**config.mk**
```make
export PLATFORM = sky130hd
export DESIGN_NAME = pipe_ctrl_flat
export DESIGN_NICKNAME = d
export VERILOG_FILES = /design/src/rtl/pipe_ctrl_pkg.sv /design/src/rtl/pipe_ctrl_if.sv /design/src/rtl/pipe_ctrl_sat_counter.sv /design/src/rtl/pipe_ctrl.sv /design/src/flat_wrapper.sv
export SDC_FILE = /design/constraint.sdc
export NUM_CORES = 1
export LEC_CHECK = 0
export BUFFER_PORTS_ARGS = -buffer_cell sky130_fd_sc_hd__buf_2
export CORE_UTILIZATION = 53
export DETAILED_ROUTE_END_ITERATION = 6
export PLACE_DENSITY = 0.86
export SLEW_MARGIN = 25
export SYNTH_ARGS = -nofsm -noshare
export SYNTH_HDL_FRONTEND = slang
export SYNTH_SLANG_ARGS = --single-unit
```
**constraint.sdc**
```tcl
create_clock -name clk -period 5 [get_ports clk]
set_clock_uncertainty 0.15 [all_clocks]
set_input_delay 0.25 -clock clk [delete_from_list [all_inputs] [get_ports clk]]
set_output_delay 0.25 -clock clk [all_outputs]
set_load 0.005 [all_outputs]
```
**src/rtl/pipe_ctrl_pkg.sv**
```systemverilog
// Shared types for the pipeline stall/flush sequencer: FSM state encoding and
// the bundle of per-cycle pipeline control strobes.
package pipe_ctrl_pkg;

   typedef enum logic [1:0] {
      PC_RUN      = 2'd0,
      PC_BUBBLE   = 2'd1,
      PC_FLUSH    = 2'd2,
      PC_WAIT_MDU = 2'd3
   } pc_state_e;

   typedef struct packed {
      logic pc_load;
      logic hold_pc;
      logic hold_if_id;
      logic flush_if_id;
      logic hold_id_ex;
      logic flush_id_ex;
   } ctrl_t;

endpackage

```
**src/rtl/pipe_ctrl_if.sv**
```systemverilog
// Hazard inputs and pipeline-register controls of pipe_ctrl. The pipeline side
// uses the master modport, the sequencer itself uses the slave modport.
interface pipe_ctrl_if #(
   parameter int CNT_W = 16
);
   logic             jump_en_i;
   logic [31:0]      jump_addr_i;
   logic             load_use_i;
   logic             mdu_start_i;
   logic             mdu_done_i;
   logic             imem_ready_i;
   logic             pc_load_o;
   logic [31:0]      pc_target_o;
   logic             hold_pc_o;
   logic             hold_if_id_o;
   logic             flush_if_id_o;
   logic             hold_id_ex_o;
   logic             flush_id_ex_o;
   logic [1:0]       state_o;
   logic [CNT_W-1:0] stall_cnt_o;
   logic             timeout_err_o;

   modport master (
      output jump_en_i, jump_addr_i, load_use_i, mdu_start_i, mdu_done_i, imem_ready_i,
      input  pc_load_o, pc_target_o, hold_pc_o, hold_if_id_o, flush_if_id_o,
             hold_id_ex_o, flush_id_ex_o, state_o, stall_cnt_o, timeout_err_o
   );

   modport slave (
      input  jump_en_i, jump_addr_i, load_use_i, mdu_start_i, mdu_done_i, imem_ready_i,
      output pc_load_o, pc_target_o, hold_pc_o, hold_if_id_o, flush_if_id_o,
             hold_id_ex_o, flush_id_ex_o, state_o, stall_cnt_o, timeout_err_o
   );
endinterface

```
**src/rtl/pipe_ctrl_sat_counter.sv**
```systemverilog
// Saturating up-counter: increments while en_i is high and sticks at all-ones.
module sat_counter #(
   parameter int W = 16
) (
   input  logic         clk,
   input  logic         rst,
   input  logic         en_i,
   output logic [W-1:0] cnt_o
);
   logic [W-1:0] cnt_q, cnt_d;

   always_comb begin
      cnt_d = cnt_q;
      if (en_i && (cnt_q != '1)) cnt_d = cnt_q + 1'b1;
   end

   always_ff @(posedge clk or negedge rst) begin
      if (!rst) cnt_q <= '0;
      else      cnt_q <= cnt_d;
   end

   assign cnt_o = cnt_q;
endmodule

```
**src/rtl/pipe_ctrl.sv**
```systemverilog
// Stall/flush sequencer for the 5-stage pipeline: turns hazard, redirect, MDU and
// fetch-wait events into hold/flush strobes for PC, if_id and id_ex.
module pipe_ctrl
   import pipe_ctrl_pkg::*;
#(
   parameter int FLUSH_CYCLES = 1,
   parameter int MDU_TIMEOUT  = 64,
   parameter int CNT_W        = 16
) (
   input  logic    clk,
   input  logic    rst,
   pipe_ctrl_if.slave bus
);
   pc_state_e   state_q, state_d;
   logic [3:0]  fcnt_q, fcnt_d;
   logic [15:0] timer_q, timer_d;
   logic        terr_q, terr_d;
   ctrl_t       ctrl;
   logic        take_jump;

   // EX is frozen while the MDU runs, so a jump seen then is stale and ignored.
   assign take_jump = bus.jump_en_i && (state_q != PC_WAIT_MDU);

   always_comb begin
      state_d = state_q;
      fcnt_d  = fcnt_q;
      timer_d = timer_q;
      terr_d  = terr_q;
      ctrl    = '0;
      if (take_jump) begin
         ctrl.pc_load     = 1'b1;
         ctrl.flush_if_id = 1'b1;
         ctrl.flush_id_ex = 1'b1;
         if (FLUSH_CYCLES > 1) begin
            state_d = PC_FLUSH;
            fcnt_d  = 4'(FLUSH_CYCLES - 1);
         end else begin
            state_d = PC_RUN;
         end
      end else begin
         case (state_q)
            PC_RUN: begin
               if (bus.mdu_start_i) begin
                  ctrl.hold_pc    = 1'b1;
                  ctrl.hold_if_id = 1'b1;
                  ctrl.hold_id_ex = 1'b1;
                  timer_d         = '0;
                  state_d         = PC_WAIT_MDU;
               end else if (bus.load_use_i) begin
                  ctrl.hold_pc     = 1'b1;
                  ctrl.hold_if_id  = 1'b1;
                  ctrl.flush_id_ex = 1'b1;
                  state_d          = PC_BUBBLE;
               end else if (!bus.imem_ready_i) begin
                  ctrl.hold_pc     = 1'b1;
                  ctrl.flush_if_id = 1'b1;
               end
            end
            // The bubble is already in id_ex; a still-asserted load_use must not add another.
            PC_BUBBLE: state_d = PC_RUN;
            PC_FLUSH: begin
               ctrl.flush_if_id = 1'b1;
               fcnt_d           = fcnt_q - 4'd1;
               if (fcnt_q == 4'd1) state_d = PC_RUN;
            end
            PC_WAIT_MDU: begin
               if (bus.mdu_done_i) begin
                  state_d = PC_RUN;
               end else begin
                  ctrl.hold_pc    = 1'b1;
                  ctrl.hold_if_id = 1'b1;
                  ctrl.hold_id_ex = 1'b1;
                  if (timer_q == 16'(MDU_TIMEOUT - 1)) begin
                     terr_d  = 1'b1;
                     state_d = PC_RUN;
                  end else begin
                     timer_d = timer_q + 16'd1;
                  end
               end
            end
            default: state_d = PC_RUN;
         endcase
      end
      // Reset must silence every strobe immediately, without waiting for an edge.
      if (!rst) ctrl = '0;
   end

   always_ff @(posedge clk or negedge rst) begin
      if (!rst) begin
         state_q <= PC_RUN;
         fcnt_q  <= '0;
         timer_q <= '0;
         terr_q  <= 1'b0;
      end else begin
         state_q <= state_d;
         fcnt_q  <= fcnt_d;
         timer_q <= timer_d;
         terr_q  <= terr_d;
      end
   end

   sat_counter #(.W(CNT_W)) u_stall_cnt (
      .clk   (clk),
      .rst   (rst),
      .en_i  (ctrl.hold_pc),
      .cnt_o (bus.stall_cnt_o)
   );

   assign bus.pc_load_o     = ctrl.pc_load;
   assign bus.pc_target_o   = ctrl.pc_load ? bus.jump_addr_i : 32'h0;
   assign bus.hold_pc_o     = ctrl.hold_pc;
   assign bus.hold_if_id_o  = ctrl.hold_if_id;
   assign bus.flush_if_id_o = ctrl.flush_if_id;
   assign bus.hold_id_ex_o  = ctrl.hold_id_ex;
   assign bus.flush_id_ex_o = ctrl.flush_id_ex;
   assign bus.state_o       = state_q;
   assign bus.timeout_err_o = terr_q;
endmodule

```
**src/flat_wrapper.sv**
```systemverilog
// flat-port wrapper written by rule: the top's interface ports become plain ports
module pipe_ctrl_flat import pipe_ctrl_pkg::*;
#(
   parameter int FLUSH_CYCLES = 1,
   parameter int MDU_TIMEOUT  = 64,
   parameter int CNT_W        = 16
)
  (clk, rst, bus_jump_en_i, bus_jump_addr_i, bus_load_use_i, bus_mdu_start_i, bus_mdu_done_i, bus_imem_ready_i, bus_pc_load_o, bus_pc_target_o, bus_hold_pc_o, bus_hold_if_id_o, bus_flush_if_id_o, bus_hold_id_ex_o, bus_flush_id_ex_o, bus_state_o, bus_stall_cnt_o, bus_timeout_err_o);
  pipe_ctrl_if #(.CNT_W(CNT_W)) bus_i ();
  input  logic clk;
  input  logic rst;
  input wire logic [$bits(bus_i.jump_en_i)-1:0] bus_jump_en_i;
  input wire logic [$bits(bus_i.jump_addr_i)-1:0] bus_jump_addr_i;
  input wire logic [$bits(bus_i.load_use_i)-1:0] bus_load_use_i;
  input wire logic [$bits(bus_i.mdu_start_i)-1:0] bus_mdu_start_i;
  input wire logic [$bits(bus_i.mdu_done_i)-1:0] bus_mdu_done_i;
  input wire logic [$bits(bus_i.imem_ready_i)-1:0] bus_imem_ready_i;
  output wire logic [$bits(bus_i.pc_load_o)-1:0] bus_pc_load_o;
  output wire logic [$bits(bus_i.pc_target_o)-1:0] bus_pc_target_o;
  output wire logic [$bits(bus_i.hold_pc_o)-1:0] bus_hold_pc_o;
  output wire logic [$bits(bus_i.hold_if_id_o)-1:0] bus_hold_if_id_o;
  output wire logic [$bits(bus_i.flush_if_id_o)-1:0] bus_flush_if_id_o;
  output wire logic [$bits(bus_i.hold_id_ex_o)-1:0] bus_hold_id_ex_o;
  output wire logic [$bits(bus_i.flush_id_ex_o)-1:0] bus_flush_id_ex_o;
  output wire logic [$bits(bus_i.state_o)-1:0] bus_state_o;
  output wire logic [$bits(bus_i.stall_cnt_o)-1:0] bus_stall_cnt_o;
  output wire logic [$bits(bus_i.timeout_err_o)-1:0] bus_timeout_err_o;
  assign bus_i.jump_en_i = bus_jump_en_i;
  assign bus_i.jump_addr_i = bus_jump_addr_i;
  assign bus_i.load_use_i = bus_load_use_i;
  assign bus_i.mdu_start_i = bus_mdu_start_i;
  assign bus_i.mdu_done_i = bus_mdu_done_i;
  assign bus_i.imem_ready_i = bus_imem_ready_i;
  assign bus_pc_load_o = bus_i.pc_load_o;
  assign bus_pc_target_o = bus_i.pc_target_o;
  assign bus_hold_pc_o = bus_i.hold_pc_o;
  assign bus_hold_if_id_o = bus_i.hold_if_id_o;
  assign bus_flush_if_id_o = bus_i.flush_if_id_o;
  assign bus_hold_id_ex_o = bus_i.hold_id_ex_o;
  assign bus_flush_id_ex_o = bus_i.flush_id_ex_o;
  assign bus_state_o = bus_i.state_o;
  assign bus_stall_cnt_o = bus_i.stall_cnt_o;
  assign bus_timeout_err_o = bus_i.timeout_err_o;
  pipe_ctrl #(.FLUSH_CYCLES(FLUSH_CYCLES), .MDU_TIMEOUT(MDU_TIMEOUT), .CNT_W(CNT_W)) u_core (.clk(clk), .rst(rst), .bus(bus_i));
endmodule
```
==> metrics.txt <==
final setup TNS 0 ns; I/O Buffers 95; CTS sink count 39; Post-Layout Cell Count around 420; CP bufs+invs 0; DR vias between 2,000 and 2,500; grt ovf 0; Final Wtd Congestion 0.883; Clk Latency, worst-skew pair 0.30 ns; Root Buffer clkbuf_8; hold endpoint u_core.bus.state_o[1]; Worst Hold Path Cells 3; Post-Syn Instances approximately 270; Fillers about 360; HP Start bus_mdu_start_i; first-pass GRT wire length 11,200 um; Die Wd 70.8 um; fin crit share 0.487; Least-Margin Pin Slew about 0.64 ns; htree depth 2; yosys warns 0; Initial DRT Pass Iterations 6; syn_nets about 320; DRC violations left 0; GRT Total Usage 0.278; reg-to-reg slack, setup ~2.6 ns; CTS Buf Count 5; post-synth top area cell dfrtp_1; clk slew on worst S/H paths 0.08 ns; Routed Wire Length roughly 6600 um; R2R Path Start u_core.bus.state_o[1]; Required @ worst endpoint just over 5 ns; Worst EP arrival 2.49 ns; final setup vio count 0; 1st-iter DRT viols 197; Core Footprint 4440 um^2; Worst path max stage delay 0.51 ns; unique cell type count in the Yosys netlist 56; layout cells sized above 1 0.322; slew margin rel. 0.576; # diodes 0; most frequent cells in the layout 95 x buf_2, 39 x dfrtp_1, 34 x and3_1, 20 x nand2_1, 15 x nand4_1; Area growth syn-to-layout 24.4%; post-synth top area share 0.389; Max-Cap Viols 0; Clock Tree Buf Depth 2; CTS tree yes; worst path cell trace ha_1 -> and2b_2 -> nand2_2 -> or2_1 -> or4_1 -> o211ai_1; ys async rst share 1.00; P_leak 1.64 nW; Worst IR Drop VDD 265 uV; Wirelength per Cell 15.8 um; Final HPWL DP 4750 um; Cells after DPL 410; run status complete, no violations; Vias/cell 5.92; top cells by area, synth dfrtp_1 39%, and3_1 8.5%, xnor2_1 3.8%; post-CTS setup buffer count 0; Slew Limit Fails 0; Worst setup EP type flop; worst slack at placement around 2.6 ns; sequential share of the synthesized area 0.389; Power per Cell Area roughly 320 nW/um^2; DIE HEIGHT between 70 and 80 um; Starting Density 0.565; Tot Pwr 0.00100 W; R2R cell count 6; most common cell after layout, fill and taps aside buf_2; critical path class flop to flop; average size of a mapped cell 9.20 um^2; reg-to-reg endpoint u_core.timer_q[8]; Crit path max-delay family simple AND/OR/NAND/NOR gates; endpoints failing hold 0; initial antenna violation count 0; DIE AREA around 5000 um^2; hold crit path type primary input to flop; Fmax 411 MHz; Sequential Area slightly below 1000 um^2; IO Pins 96; RSZ-0062 raised after global routing false; DRT antenna net count 0; critical path's slowest cell or4_1; Rows 24; fin nets between 400 and 500; PnR worst setup slack roughly 2.6 ns; vias in the first global route between 2,000 and 2,500; multi-input logic area around 1400 um^2; Final Critical Period about 2.4 ns; register bit total from synthesis 39; ys flop type dfrtp_1; CP Max Fanout 11; Post-synth EDFFs 0; mapped cell area 2510 um^2; crit path launch type flop; pin count of the biggest net entering global routing slightly below 70
-- through the flow --
stage          utilization  area (um^2)  hold slack (ns)
2_1_floorplan            -         2510           -0.196
3_3_place_gp         0.674         3000          -0.0505
3_5_place_dp         0.674         3000          -0.0525
4_1_cts              0.703         3120            0.141
5_1_grt              0.703         3120            0.175
6_report             0.703         3120            0.142
-- flip-flops by register name, summed over array words and instances, names as in the netlist --
register	cells
u_core.bus.timeout_err_o	1
u_core.bus.state_o	2
u_core.fcnt_q	4
u_core.timer_q	16
u_core.u_stall_cnt.cnt_o	16
-- synth_stat cells (3+ instances only) --
cell type / n
nand4_1: 15
and3_1: 34
nand2b_1: 4
clkbuf_1: 6
nand3_1: 14
or3_1: 3
xnor2_1: 11
o31ai_1: 3
nand2_1: 20
and4_1: 3
xor2_1: 4
and2_1: 4
dfrtp_1: 39
nor3_1: 7
a21oi_1: 6
inv_1: 9
o21ai_0: 7
nor4_1: 7
nor2_1: 13
ha_1: 7
o21ai_1: 10
-- cells by family after synthesis --
logic type	after synthesis	share of synthesized area
AND/OR/NAND/NOR	142	0.334
buffers and inverters	21	0.0414
AO/OA/AOI/OAI	43	0.123
multiplexers	6	0.0259
adder cells (fa/ha/maj)	7	0.0349
XOR/XNOR	15	0.0523
flip-flops	39	0.389
-- how the worst max path moves through the flow --
stage	from	to	slack, ns	cells past startpoint
after CTS	u_core.timer_q[0]	u_core.timer_q[8]	2.62	6
final	u_core.bus.state_o[1]	u_core.timer_q[8]	2.57	6
after floorplan	u_core.timer_q[0]	u_core.timer_q[1]	2.93	7
after global placement	u_core.timer_q[0]	u_core.timer_q[8]	2.72	6
after detailed placement	u_core.timer_q[0]	u_core.timer_q[8]	2.63	6
after global routing	u_core.bus.state_o[0]	u_core.timer_q[8]	2.42	7
-- layout make-up --
cell class / instances / share of cell area
clock buffer: 5 / 0.0220
clock inverter: 3 / 0.0152
timing repair buffer: 98 / 0.160
multi-input combinational: 213 / 0.458
inverter: 9 / 0.0108
sequential: 39 / 0.312
tap: 52 / 0.0208
-- worst reg2reg max path: stages (launching register included) --
cell,delay (ns)
dfrtp_1,0.41
ha_1,0.38
and2b_2,0.28
nand2_2,0.12
or2_1,0.37
or4_1,0.51
o211ai_1,0.12
-- metal layers --
metal | share of wire | global-route usage | vias up
met5 | 0 | 0 | -
met4 | 0.0092 | 0.0756 | 0
met3 | 0.045 | 0.0513 | 7
met2 | 0.50 | 0.460 | 87
met1 | 0.44 | 0.377 | 1193
li1 | - | - | 1195
-- what timing repair did --
action / CTS / global route
hold buffers: 1 / 0
hold endpoints to repair: 4 / 0
resized for setup: 0 / 0
-- power breakdown --
| part | leakage, nW | internal [W] | total (W) | switching (W) |
|---|---|---|---|---|
| Sequential | 0.529 | 0.000357 | 0.000409 | 0.0000528 |
| Clock | 0.0587 | 0.000151 | 0.000271 | 0.000120 |
| Combinational | 1.05 | 0.000136 | 0.000321 | 0.000185 |
(Power assumes the default switching activity.)
